### config.mk
export PLATFORM = sky130hd
export DESIGN_NAME = fb_mem_arbiter
export DESIGN_NICKNAME = d
export VERILOG_FILES = /design/src/rtl/fb_mem_arbiter.sv
export SDC_FILE = /design/constraint.sdc
export NUM_CORES = 1
export LEC_CHECK = 0
export BUFFER_PORTS_ARGS = -buffer_cell sky130_fd_sc_hd__buf_4
export CAP_MARGIN = 5
export CORE_AREA = 2 2 85 87
export DETAILED_ROUTE_END_ITERATION = 6
export DIE_AREA = 0 0 87 89
export GPL_TIMING_DRIVEN = 0
export SLEW_MARGIN = 10
export SYNTH_ARGS = -nofsm -noshare
export SYNTH_HDL_FRONTEND = slang
export SYNTH_SLANG_ARGS = --single-unit
### constraint.sdc
create_clock -name CLK_25 -period 2.3 [get_ports CLK_25]
set_input_delay 0.345 -clock CLK_25 [delete_from_list [all_inputs] [get_ports CLK_25]]
set_output_delay 0.345 -clock CLK_25 [all_outputs]
set_load 0.005 [all_outputs]
### src/rtl/fb_mem_arbiter.sv
// fb_mem_arbiter
//   Shares one single-port synchronous framebuffer RAM (160x120 words, one
//   word per 4x4 pixel block) between VGA display scan-out and a host port.
//   Display reads take fixed slots derived from CounterX/CounterY. The host
//   gets every remaining cycle, at a peak rate of one op every 2 cycles.
//
//   Optional feature macro: FB_RANGE_CHECK_EN
//     defined   : host_addr >= 19200 is still granted. A write is suppressed
//                 and a read returns 0.
//     undefined : host_addr goes to the RAM unchanged and a read returns the
//                 raw mem_rdata.
//
// Ports
//   CLK_25               25 MHz pixel clock
//   Reset                asynchronous active-low reset
//   CounterX/CounterY    sync generator counters
//   host_req/we/addr/wdata  host request, held until host_gnt
//   host_gnt             pulse: host op issued to the RAM this cycle
//   host_rvalid/rdata    host read return, arriving 2 cycles after host_gnt
//   mem_addr/we/wdata    registered RAM controls
//   mem_rdata            RAM read data, one cycle after its address
//   pix_data/pix_valid   display word, 3 cycles after its slot
module fb_mem_arbiter #(
  parameter int DATA_W = 8,
  parameter int ADDR_W = 15
) (
  input  logic              CLK_25,
  input  logic              Reset,
  input  logic [9:0]        CounterX,
  input  logic [9:0]        CounterY,
  input  logic              host_req,
  input  logic              host_we,
  input  logic [ADDR_W-1:0] host_addr,
  input  logic [DATA_W-1:0] host_wdata,
  output logic              host_gnt,
  output logic              host_rvalid,
  output logic [DATA_W-1:0] host_rdata,
  output logic [ADDR_W-1:0] mem_addr,
  output logic              mem_we,
  output logic [DATA_W-1:0] mem_wdata,
  input  logic [DATA_W-1:0] mem_rdata,
  output logic [DATA_W-1:0] pix_data,
  output logic              pix_valid
);

  typedef enum logic {S_IDLE = 1'b0, S_GNT = 1'b1} state_t;

  state_t state_q, state_d;

  logic              slot;
  logic [ADDR_W-1:0] y_ext, x_ext, disp_addr;
  logic              host_acc;
  logic              host_oor;

  logic [ADDR_W-1:0] mem_addr_q, mem_addr_d;
  logic              mem_we_q, mem_we_d;
  logic [DATA_W-1:0] mem_wdata_q, mem_wdata_d;

  // Tag pipeline. Stage 1 lines up with mem_addr, stage 2 with mem_rdata.
  logic t1_v_q, t1_v_d, t1_host_q, t1_host_d, t1_oor_q, t1_oor_d;
  logic t2_v_q, t2_host_q, t2_oor_q;

  logic              host_rvalid_q, host_rvalid_d;
  logic [DATA_W-1:0] host_rdata_q, host_rdata_d;
  logic              pix_valid_q, pix_valid_d;
  logic [DATA_W-1:0] pix_data_q, pix_data_d;

  // A display slot is every 4th pixel of the active area. x and y are the
  // block coordinates, and the word address is y*160 + x computed by shift-add.
  always_comb begin
    slot      = (CounterX < 10'd640) && (CounterY < 10'd480) && (CounterX[1:0] == 2'b00);
    y_ext     = ADDR_W'(CounterY[9:2]);
    x_ext     = ADDR_W'(CounterX[9:2]);
    disp_addr = (y_ext << 7) + (y_ext << 5) + x_ext;
  end

`ifdef FB_RANGE_CHECK_EN
  localparam logic [ADDR_W-1:0] FB_WORDS = ADDR_W'(19200);
  assign host_oor = (host_addr >= FB_WORDS);
`else
  assign host_oor = 1'b0;
`endif

  // Host FSM: state register
  always_ff @(posedge CLK_25 or negedge Reset) begin
    if (!Reset) state_q <= S_IDLE;
    else        state_q <= state_d;
  end

  // Host FSM: next state
  always_comb begin
    state_d = state_q;
    case (state_q)
      S_IDLE:  if (host_req && !slot) state_d = S_GNT;
      S_GNT:   state_d = S_IDLE;
      default: state_d = S_IDLE;
    endcase
  end

  // Host FSM: outputs. GNT ignores host_req, so a request that is still
  // held is not issued a second time.
  always_comb begin
    host_acc = (state_q == S_IDLE) && host_req && !slot;
    host_gnt = (state_q == S_GNT);
  end

  // Issue and read-back steering
  always_comb begin
    mem_addr_d  = mem_addr_q;
    mem_we_d    = 1'b0;
    mem_wdata_d = mem_wdata_q;
    t1_v_d      = 1'b0;
    t1_host_d   = 1'b0;
    t1_oor_d    = 1'b0;
    if (slot) begin
      mem_addr_d = disp_addr;
      t1_v_d     = 1'b1;
    end else if (host_acc) begin
      mem_addr_d  = host_addr;
      mem_we_d    = host_we && !host_oor;
      mem_wdata_d = host_wdata;
      t1_v_d      = !host_we;
      t1_host_d   = 1'b1;
      t1_oor_d    = host_oor;
    end

    host_rvalid_d = t2_v_q && t2_host_q;
    pix_valid_d   = t2_v_q && !t2_host_q;
    host_rdata_d  = host_rdata_q;
    pix_data_d    = pix_data_q;
    if (host_rvalid_d) host_rdata_d = t2_oor_q ? '0 : mem_rdata;
    if (pix_valid_d)   pix_data_d   = mem_rdata;
  end

  always_ff @(posedge CLK_25 or negedge Reset) begin
    if (!Reset) begin
      mem_addr_q    <= '0;
      mem_we_q      <= 1'b0;
      mem_wdata_q   <= '0;
      t1_v_q        <= 1'b0;
      t1_host_q     <= 1'b0;
      t1_oor_q      <= 1'b0;
      t2_v_q        <= 1'b0;
      t2_host_q     <= 1'b0;
      t2_oor_q      <= 1'b0;
      host_rvalid_q <= 1'b0;
      host_rdata_q  <= '0;
      pix_valid_q   <= 1'b0;
      pix_data_q    <= '0;
    end else begin
      mem_addr_q    <= mem_addr_d;
      mem_we_q      <= mem_we_d;
      mem_wdata_q   <= mem_wdata_d;
      t1_v_q        <= t1_v_d;
      t1_host_q     <= t1_host_d;
      t1_oor_q      <= t1_oor_d;
      t2_v_q        <= t1_v_q;
      t2_host_q     <= t1_host_q;
      t2_oor_q      <= t1_oor_q;
      host_rvalid_q <= host_rvalid_d;
      host_rdata_q  <= host_rdata_d;
      pix_valid_q   <= pix_valid_d;
      pix_data_q    <= pix_data_d;
    end
  end

  assign mem_addr    = mem_addr_q;
  assign mem_we      = mem_we_q;
  assign mem_wdata   = mem_wdata_q;
  assign host_rvalid = host_rvalid_q;
  assign host_rdata  = host_rdata_q;
  assign pix_valid   = pix_valid_q;
  assign pix_data    = pix_data_q;

endmodule
==> results.toml, run 1 <==
[routing]
vias_per_cell = 4.845
drt_pass1_iterations = 6
vias = 1783
ant_nets = 0
wl_per_cell_um = 13.50
drc = 0
drt_iter0_markers = 43
wl_um = 4969

[sta]
fin_crit_sh_pct = 89.62
period_minus_slack_ps = 2061
finalSetupViolations = 0
rsz0062_at_grt = "no"
tns_ps = 0
fmax_ghz = 0.4851
hold-worst-slack_ps = 36.99
fin_skew_ps = 2.434
tightest_slew_ps = 575.9
finalWorstSetupSlack_ps = 238.7
hold_viol_final = 0
maxSlewViolCount = 0
relSlewSlack_pct = 61.60

[synth]
syn_area_um2 = 2326
ys.flop_type = "dfrtp_1"
synth_edf_count = 0
synth_top_area_cell = "dfrtp_1"
synth-async-reset-ratio_pct = 100.0
yosysTopAreaCellShare_pct = 50.56
ys_types = 37
netlist_instances = 185
synth_area_leaders = "dfrtp_1 (51%), mux2_2 (9.7%), ha_1 (8.1%), mux2_4 (5.2%), mux2i_1 (4.7%)"
synth.ff_latch_count = 47
syn-num-nets = 257
avgSynthCellArea_um2 = 12.57
yosys_warnings = 0
yosysMostFrequentCell = "dfrtp_1"
ys_seq_area_share_pct = 50.56
ys_top_cells_by_count = "dfrtp_1 (47), mux2_2 (20), ha_1 (15), nand2_1 (14), o21ai_0 (14)"

[global_route]
grt_pass1_vias = 1744
grt_pass1_wl_um = 8073
gr-total-overflow = 0
grtUsageTotal_pct = 13.07
grt_max_degree = 48
antenna_found_initial = 0

[floorplan]
fp-row-count = 30
core_area_um2 = 6719
io-pin-count = 98
start_util_pct = 34.62
die_w_um = 87
die_h_um = 89
die-area_um2 = 7743

[clocking]
hold_buffers = 0
cts_tree = "yes"
numClockSinks = 47
cts_root_buf = "clkbuf_8"
ctsResizeCount = 0
h-tree-depth = 2
clockBufferDepth = 2
postCtsSetupRepairBufs = 0
clk_pin_slew_ps = 90
insertion_delay_ps = 300
cts-buffers-inserted = 5

[critical_path]
timing.rr.start = "host_gnt$_DFF_PN0_"
crit_start = "CounterX[9]"
worst_r2r_endpoint = "mem_wdata[2]$_DFFE_PN0P_"
rr_worst_depth = 4
r2r_setup_slack_ps = 930
critPathKind = "input port to flop"
worst_setup_path_start_kind = "input port"
cp.required_ps = 2480
endpoint_kind = "flop"
critical_path_arrival_ps = 2240
critPathMaxFanout = 2

[place]
portBuffers = 95
placedCellCount = 360
preCtsSetupSlack_ps = -96.47
gp_congestion = 0.8282
dp_hpwl_um = 3817

[final_layout]
layout-drive-gt1-share_pct = 48.96
stdcell_count = 368
fillerInstances = 657
nNetsFinal = 359
diodes = 0
syn_to_final_growth_pct = 38.78

[hold_path]
hold_class = "input port to async pin"

[status]
status = "finished clean"

[power_and_ir_drop]
ir_drop_uv = 282.6
power_density_nw_per_um2 = 705.8
p_leak_uw = 0.001632
power.total_uw = 2278

[job]
drv_cap = 0
-- flip-flops by register name, indices dropped and copies added (netlist names), 8 cells and up --
name and cells:
host_rdata 8, mem_addr 15, mem_wdata 8, pix_data 8
-- worst max path at each step --
stage                          endpoint  slack [ps]  cells after the start
6_report       mem_addr[12]$_DFFE_PN0P_         240                      9
5_1_grt        mem_addr[14]$_DFFE_PN0P_          80                      9
4_1_cts        mem_addr[14]$_DFFE_PN0P_         230                      9
3_5_place_dp   mem_addr[14]$_DFFE_PN0P_        -100                      9
3_3_place_gp   mem_addr[14]$_DFFE_PN0P_         -90                      9
2_1_floorplan  mem_addr[14]$_DFFE_PN0P_         190                      8
-- power breakdown --
group	switching (uW)	internal [uW]	total (uW)	leakage, uW
registers	80.1	988	1070	0.000563
logic	269	446	715	0.00103
clock network	283	212	495	0.0000402
-- cell usage in the layout, fill, tap and decap left out, types with 2 or more instances in the layout --
cell type	count
and3_1	2
clkbuf_8	5
mux2_2	20
fa_1	2
ha_1	15
clkinvlp_4	2
nand2_1	14
buf_4	97
buf_2	3
xnor2_1	2
o21ai_0	14
nor2_1	4
dfrtp_1	47
nand3_1	3
mux2_4	8
o21ai_1	3
inv_1	7
mux2i_1	11
o211ai_1	2
a21oi_1	5
a211oi_1	3
-- cell families (layout without fill, tap and decap cells) --
logic type | count (synthesis) | count (layout) | synth area share, %
buffers and inverters | 14 | 117 | 3.066
AO/OA/AOI/OAI | 34 | 34 | 8.768
multiplexers | 39 | 39 | 19.58
XOR/XNOR | 3 | 3 | 1.130
AND/OR/NAND/NOR | 31 | 31 | 7.101
adder cells (fa/ha/maj) | 17 | 17 | 9.790
flip-flops | 47 | 47 | 50.56
-- worst max-delay path, stage by stage --
cell and delay [ps]:
buf_4 80, inv_1 40, fa_1 520, inv_1 70, fa_1 460, a21oi_1 260, o211ai_1 180, xnor2_1 210
o21ai_1 70
-- final cells by class --
| cell class | count | area (um2) | share of cell area [%] |
|---|---|---|---|
| Buffer | 7 | 45.04 | 1.395 |
| Clock buffer | 5 | 68.82 | 2.132 |
| Clock inverter | 3 | 20.02 | 0.6202 |
| Inverter | 7 | 26.28 | 0.8140 |
| Multi-Input combinational cell | 124 | 1079 | 33.41 |
| Sequential cell | 47 | 1176 | 36.43 |
| Tap cell | 80 | 100.1 | 3.101 |
| Timing Repair Buffer | 95 | 713.2 | 22.09 |
-- routing by layer --
metal	track usage, %	routed length, um
met1	16.16	2138
met2	23.04	2461
met3	3.878	350
met4	2.131	19
met5	0	0
-- through the flow --
step,cell area (um2),util [%]
5_1_grt,3228,48.04
4_1_cts,3228,48.04
3_3_place_gp,3139,46.72
6_report,3228,48.04
2_1_floorplan,2326,-
3_5_place_dp,3139,46.72
Power figures use the tool's default switching activity.
==> run 2, diff against run 1 <==
--- a/config.mk
+++ b/config.mk
@@ -7,10 +7,11 @@
 export LEC_CHECK = 0
 export BUFFER_PORTS_ARGS = -buffer_cell sky130_fd_sc_hd__buf_4
 export CAP_MARGIN = 5
-export CORE_AREA = 2 2 85 87
+export CORE_AREA = 2 2 71 73
 export DETAILED_ROUTE_END_ITERATION = 6
-export DIE_AREA = 0 0 87 89
+export DIE_AREA = 0 0 73 75
 export GPL_TIMING_DRIVEN = 0
+export PLACE_DENSITY = 0.82
 export SLEW_MARGIN = 10
 export SYNTH_ARGS = -nofsm -noshare
 export SYNTH_HDL_FRONTEND = slang
==> run 2 against run 1 <==
Non-clock buffer count is the same. Die area shrank 29%. Routed wire length decreased by 3.3%. Register-to-register slack about the same. Sequential share of layout area grew 0.24 points. First-iteration DRC count is 77% higher. Core utilization increased by 21 points. Largest cell class unchanged.
==> results.toml, run 2 (synthesis gave the netlist of run 1 again) <==
[status]
status = "finished clean"

[floorplan]
die_h_um = 75
fp-row-count = 25
start_util_pct = 49.91
core_area_um2 = 4661
io-pin-count = 98
die-area_um2 = 5475
die_w_um = 73

[critical_path]
critPathKind = "input port to flop"
cp.required_ps = 2500
critPathSlowestCell = "fa_1"
crit_top_cell = "inv_1"
endpoint_kind = "flop"
cpPeakStageDelay_ps = 520
critPathMaxFanout = 3
worst_setup_path_start_kind = "input port"
critical_path_arrival_ps = 2260
cp_cell_sequence = "buf_4, inv_1, fa_1, inv_1, ha_1, a211oi_2, o211ai_1, and3_1, o31ai_1"
rr_worst_depth = 4

[global_route]
grtUsageTotal_pct = 18.23
grt_pass1_vias = 1699
grt_max_degree = 48
grt_pass1_wl_um = 7638
antenna_found_initial = 0
gr-total-overflow = 0

[sta]
hold_viol_final = 0
fin_skew_ps = 4.400
tightest_slew_ps = 565.5
relSlewSlack_pct = 62.30
finalSetupViolations = 0
fmax_ghz = 0.4851
maxSlewViolCount = 0
period_minus_slack_ps = 2061
rsz0062_at_grt = "no"
fin_crit_sh_pct = 89.62

[power_and_ir_drop]
pwr-share-comb_pct = 30.9
switchingPower_uw = 611.8
p_int_uw = 1709
seqPwrFrac_pct = 46.3
p_leak_uw = 0.001643
p_sw_share_pct = 26.37
p_clk_share_pct = 22.9
ir_drop_uv = 264.4
power_density_nw_per_um2 = 723.6

[place]
placedCellCount = 334
portBuffers = 95
dp_hpwl_um = 3810
gp_congestion = 0.8996

[final_layout]
diodes = 0
layout_commonest_cell = "buf_4"
stdcell_count = 342
nNetsFinal = 359
final_cell_mix = "buf_4 (97), dfrtp_1 (47), mux2_2 (20)"
largest_reg_flops = 15
syn_to_final_growth_pct = 37.87
fin_util_pct = 68.81
layout-drive-gt1-share_pct = 48.61

[clocking]
clk_pin_slew_ps = 80
hold_buffers = 0
h-tree-depth = 2
clockBufferDepth = 2
insertion_delay_ps = 290
numClockSinks = 47
cts_root_buf = "clkbuf_8"
cts_tree = "yes"
cts-buffers-inserted = 5
postCtsSetupRepairBufs = 0
ctsResizeCount = 0

[routing]
wl_per_cell_um = 14.05
wl_um = 4804
ant_nets = 0
vias = 1804
drt_iter0_markers = 76
drt_pass1_iterations = 4
drc = 0
vias_per_cell = 5.275

[hold_path]
hold_class = "input port to async pin"

[job]
drv_cap = 0
[run 2: cell type report]
type | instances | area, um2
inverters | 7 | 26.28
flip-flops and latches | 47 | 1176
repair buffers | 95 | 713.2
clock buffers | 8 | 100.1
multi-input cells | 124 | 1079
plain buffers | 7 | 45.04
well taps | 54 | 67.56
fillers | 369 | 1454
[run 2: power by group through the flow]
| stage | combinational [uW] | sequential [uW] | clock [uW] |
|---|---|---|---|
| final | 717 | 1070 | 530 |
| after detailed placement | 723 | 1090 | 0 |
| after global placement | 705 | 1080 | 0 |
| after CTS | 727 | 1080 | 539 |
| after global routing | 788 | 1090 | 577 |
| after floorplan | 314 | 1100 | 0 |
[run 2: metrics by stage]
step	instance area (um2)	hold slack, ps	power (uW)	setup TNS, ps	setup slack (ps)
detailed placement	3107	334.7	1814	-100.1	-56.01
CTS	3207	66.83	2341	0	259.2
global placement	3107	332.4	1788	-56.90	-48.49
finish	3207	46.59	2320	0	238.6
global route	3207	98.41	2458	0	118.8
floorplan	2326	49.41	1410	0	194.5
[run 2: worst paths after layout]
kind | startpoint | slack (ps) | endpoint
worst max-delay path | CounterX[9] | 240 | mem_addr[13]$_DFFE_PN0P_
worst min-delay path | Reset | 50 | pix_data[2]$_DFFE_PN0P_
worst max register to register | host_gnt$_DFF_PN0_ | 940 | mem_wdata[5]$_DFFE_PN0P_
worst min register to register | t1_v_q$_DFF_PN0_ | 350 | t2_v_q$_DFF_PN0_
max in group asynchronous | Reset | 1870 | pix_data[3]$_DFFE_PN0P_
min in group CLK_25 | CounterX[2] | 250 | mem_addr[0]$_DFFE_PN0P_
[run 2: metal layers]
layer	vias up	routed length (um)	share of wire [%]	GRT usage (%)
met5	-	0	0	0
met4	0	62	1.3	4.938
met3	8	312	6.5	4.284
met2	69	2528	53	33.63
met1	865	1901	40	21.25
li1	862	-	-	-
[run 2: critical path: cells and delay by family]
family | cells | cell delay [ps]
buf+inv | 3 | 190
compound gates | 3 | 670
fa+ha+maj | 2 | 850
simple gates | 1 | 200
==> run 3, diff against run 2 <==
--- a/config.mk
+++ b/config.mk
@@ -7,11 +7,14 @@
 export LEC_CHECK = 0
 export BUFFER_PORTS_ARGS = -buffer_cell sky130_fd_sc_hd__buf_4
 export CAP_MARGIN = 5
-export CORE_AREA = 2 2 71 73
+export CELL_PAD_IN_SITES_DETAIL_PLACEMENT = 1
+export CELL_PAD_IN_SITES_GLOBAL_PLACEMENT = 1
+export CORE_AREA = 2 2 81 83
 export DETAILED_ROUTE_END_ITERATION = 6
-export DIE_AREA = 0 0 73 75
+export DIE_AREA = 0 0 83 85
+export GPL_ROUTABILITY_DRIVEN = 1
 export GPL_TIMING_DRIVEN = 0
-export PLACE_DENSITY = 0.82
+export PLACE_DENSITY_LB_ADDON = 0.1
 export SLEW_MARGIN = 10
 export SYNTH_ARGS = -nofsm -noshare
 export SYNTH_HDL_FRONTEND = slang
==> run 3 against run 2 <==
Total power up 4.1%. Flip-flop and latch count unchanged. Global-route usage shrank 0.96 points. Final area rose by 1.3%. Combinational power up 1%. Register-to-register slack about the same. Setup slack gained 5.8 ps. Critical endpoint is now mem_addr[14]$_DFFE_PN0P_. Largest power group unchanged. Highest routed layer unchanged.
==> results.toml, run 3 (synthesis gave the netlist of run 1 again) <==
[critical_path]
rr_worst_depth = 4
worst_setup_path_start_kind = "input port"
worst_r2r_endpoint = "mem_wdata[7]$_DFFE_PN0P_"
critPathMaxFanout = 2
endpoint_kind = "flop"
critPathKind = "input port to flop"
cp.required_ps = 2470
timing.rr.start = "host_gnt$_DFF_PN0_"
r2r_setup_slack_ps = 930
critical_path_arrival_ps = 2220

[power_and_ir_drop]
p_leak_uw = 0.001650
p_clk_share_pct = 25.4
power_density_nw_per_um2 = 743.6
power.total_uw = 2415
switchingPower_uw = 656.7
seqPwrFrac_pct = 44.5
p_int_uw = 1759
pwr-share-comb_pct = 30.1
ir_drop_uv = 335.1
p_sw_share_pct = 27.19

[routing]
wl_per_cell_um = 15.55
vias_per_cell = 4.868
drt_iter0_markers = 21
ant_nets = 0
wl_um = 5674
vias = 1777
drc = 0
drt_pass1_iterations = 4

[floorplan]
start_util_pct = 37.49
fp-row-count = 29
io-pin-count = 98
die_w_um = 83
core_area_um2 = 6205
die_h_um = 85
die-area_um2 = 7055

[clocking]
insertion_delay_ps = 300
postCtsSetupRepairBufs = 0
clk_pin_slew_ps = 90
cts_tree = "yes"
h-tree-depth = 2
hold_buffers = 0
cts_root_buf = "clkbuf_8"
ctsResizeCount = 0
numClockSinks = 47
clockBufferDepth = 2
cts-buffers-inserted = 5

[sta]
maxSlewViolCount = 0
finalWorstSetupSlack_ps = 244.5
fin_skew_ps = 5.336
hold-worst-slack_ps = 53.69
relSlewSlack_pct = 59.73
hold_viol_final = 0
fmax_ghz = 0.4865
tightest_slew_ps = 604.0
rsz0062_at_grt = "no"
finalSetupViolations = 0
tns_ps = 0
period_minus_slack_ps = 2056
fin_crit_sh_pct = 89.37

[global_route]
grt_pass1_vias = 1977
grt_max_degree = 48
grtUsageTotal_pct = 17.28
antenna_found_initial = 0
grt_pass1_wl_um = 9873
gr-total-overflow = 0

[status]
status = "finished clean"

[place]
dp_hpwl_um = 4504
preCtsSetupSlack_ps = -78.04
portBuffers = 95
gp_congestion = 0.7508

[final_layout]
nNetsFinal = 359
fin_util_pct = 52.35
diodes = 0
largest_reg_flops = 15
fillerInstances = 665
syn_to_final_growth_pct = 39.65
layout_commonest_cell = "buf_4"
final_cell_mix = "buf_4 (97), dfrtp_1 (47), mux2_2 (20)"
layout-drive-gt1-share_pct = 48.96

[job]
drv_cap = 0

[hold_path]
hold_class = "input port to async pin"
## run 3: layout make-up
class / count / area, um2 / share of cell area (%)
Sequential cell: 47 / 1176 / 36.21
Multi-Input combinational cell: 124 / 1079 / 33.20
Timing Repair Buffer: 95 / 713.2 / 21.96
Tap cell: 77 / 96.34 / 2.966
Clock buffer: 5 / 68.82 / 2.119
Buffer: 7 / 45.04 / 1.387
Clock inverter: 3 / 43.79 / 1.348
Inverter: 7 / 26.28 / 0.8089
## run 3: worst max path at each step
stage,end,startpoint,slack [ps],depth (start not counted)
detailed placement,mem_addr[14]$_DFFE_PN0P_,CounterX[9],-80,9
global placement,mem_addr[14]$_DFFE_PN0P_,CounterX[9],-90,9
finish,mem_addr[14]$_DFFE_PN0P_,CounterX[9],240,9
CTS,mem_addr[14]$_DFFE_PN0P_,CounterX[9],230,9
floorplan,mem_addr[14]$_DFFE_PN0P_,CounterX[9],190,8
global route,mem_addr[14]$_DFFE_PN0P_,CounterX[9],60,9
## run 3: per-stage QoR
stage,area [um2],cells
finish,3248,365
global route,3248,365
CTS,3248,365
detailed placement,3136,357
global placement,3136,357
floorplan,2326,185
## run 3: worst max-delay path, stage by stage
cell and delay (ps):
buf_4 80, inv_1 50, fa_1 530, inv_1 70, fa_1 460, a21oi_1 240, o211ai_1 180, a31oi_1 190
o21ai_0 80
## run 3: power by group through the flow
stage / registers [uW] / logic [uW] / clock network, uW
floorplan: 1100 / 314 / 0
global route: 1100 / 802 / 656
detailed placement: 1100 / 741 / 0
finish: 1080 / 727 / 614
CTS: 1080 / 743 / 626
global placement: 1080 / 720 / 0
## run 3: per-layer routing
metal	GRT usage, %	part of all wire [%]
met2	32.11	55
met5	0	0
met1	20.95	40
met3	2.626	3.5
met4	4.471	1.2
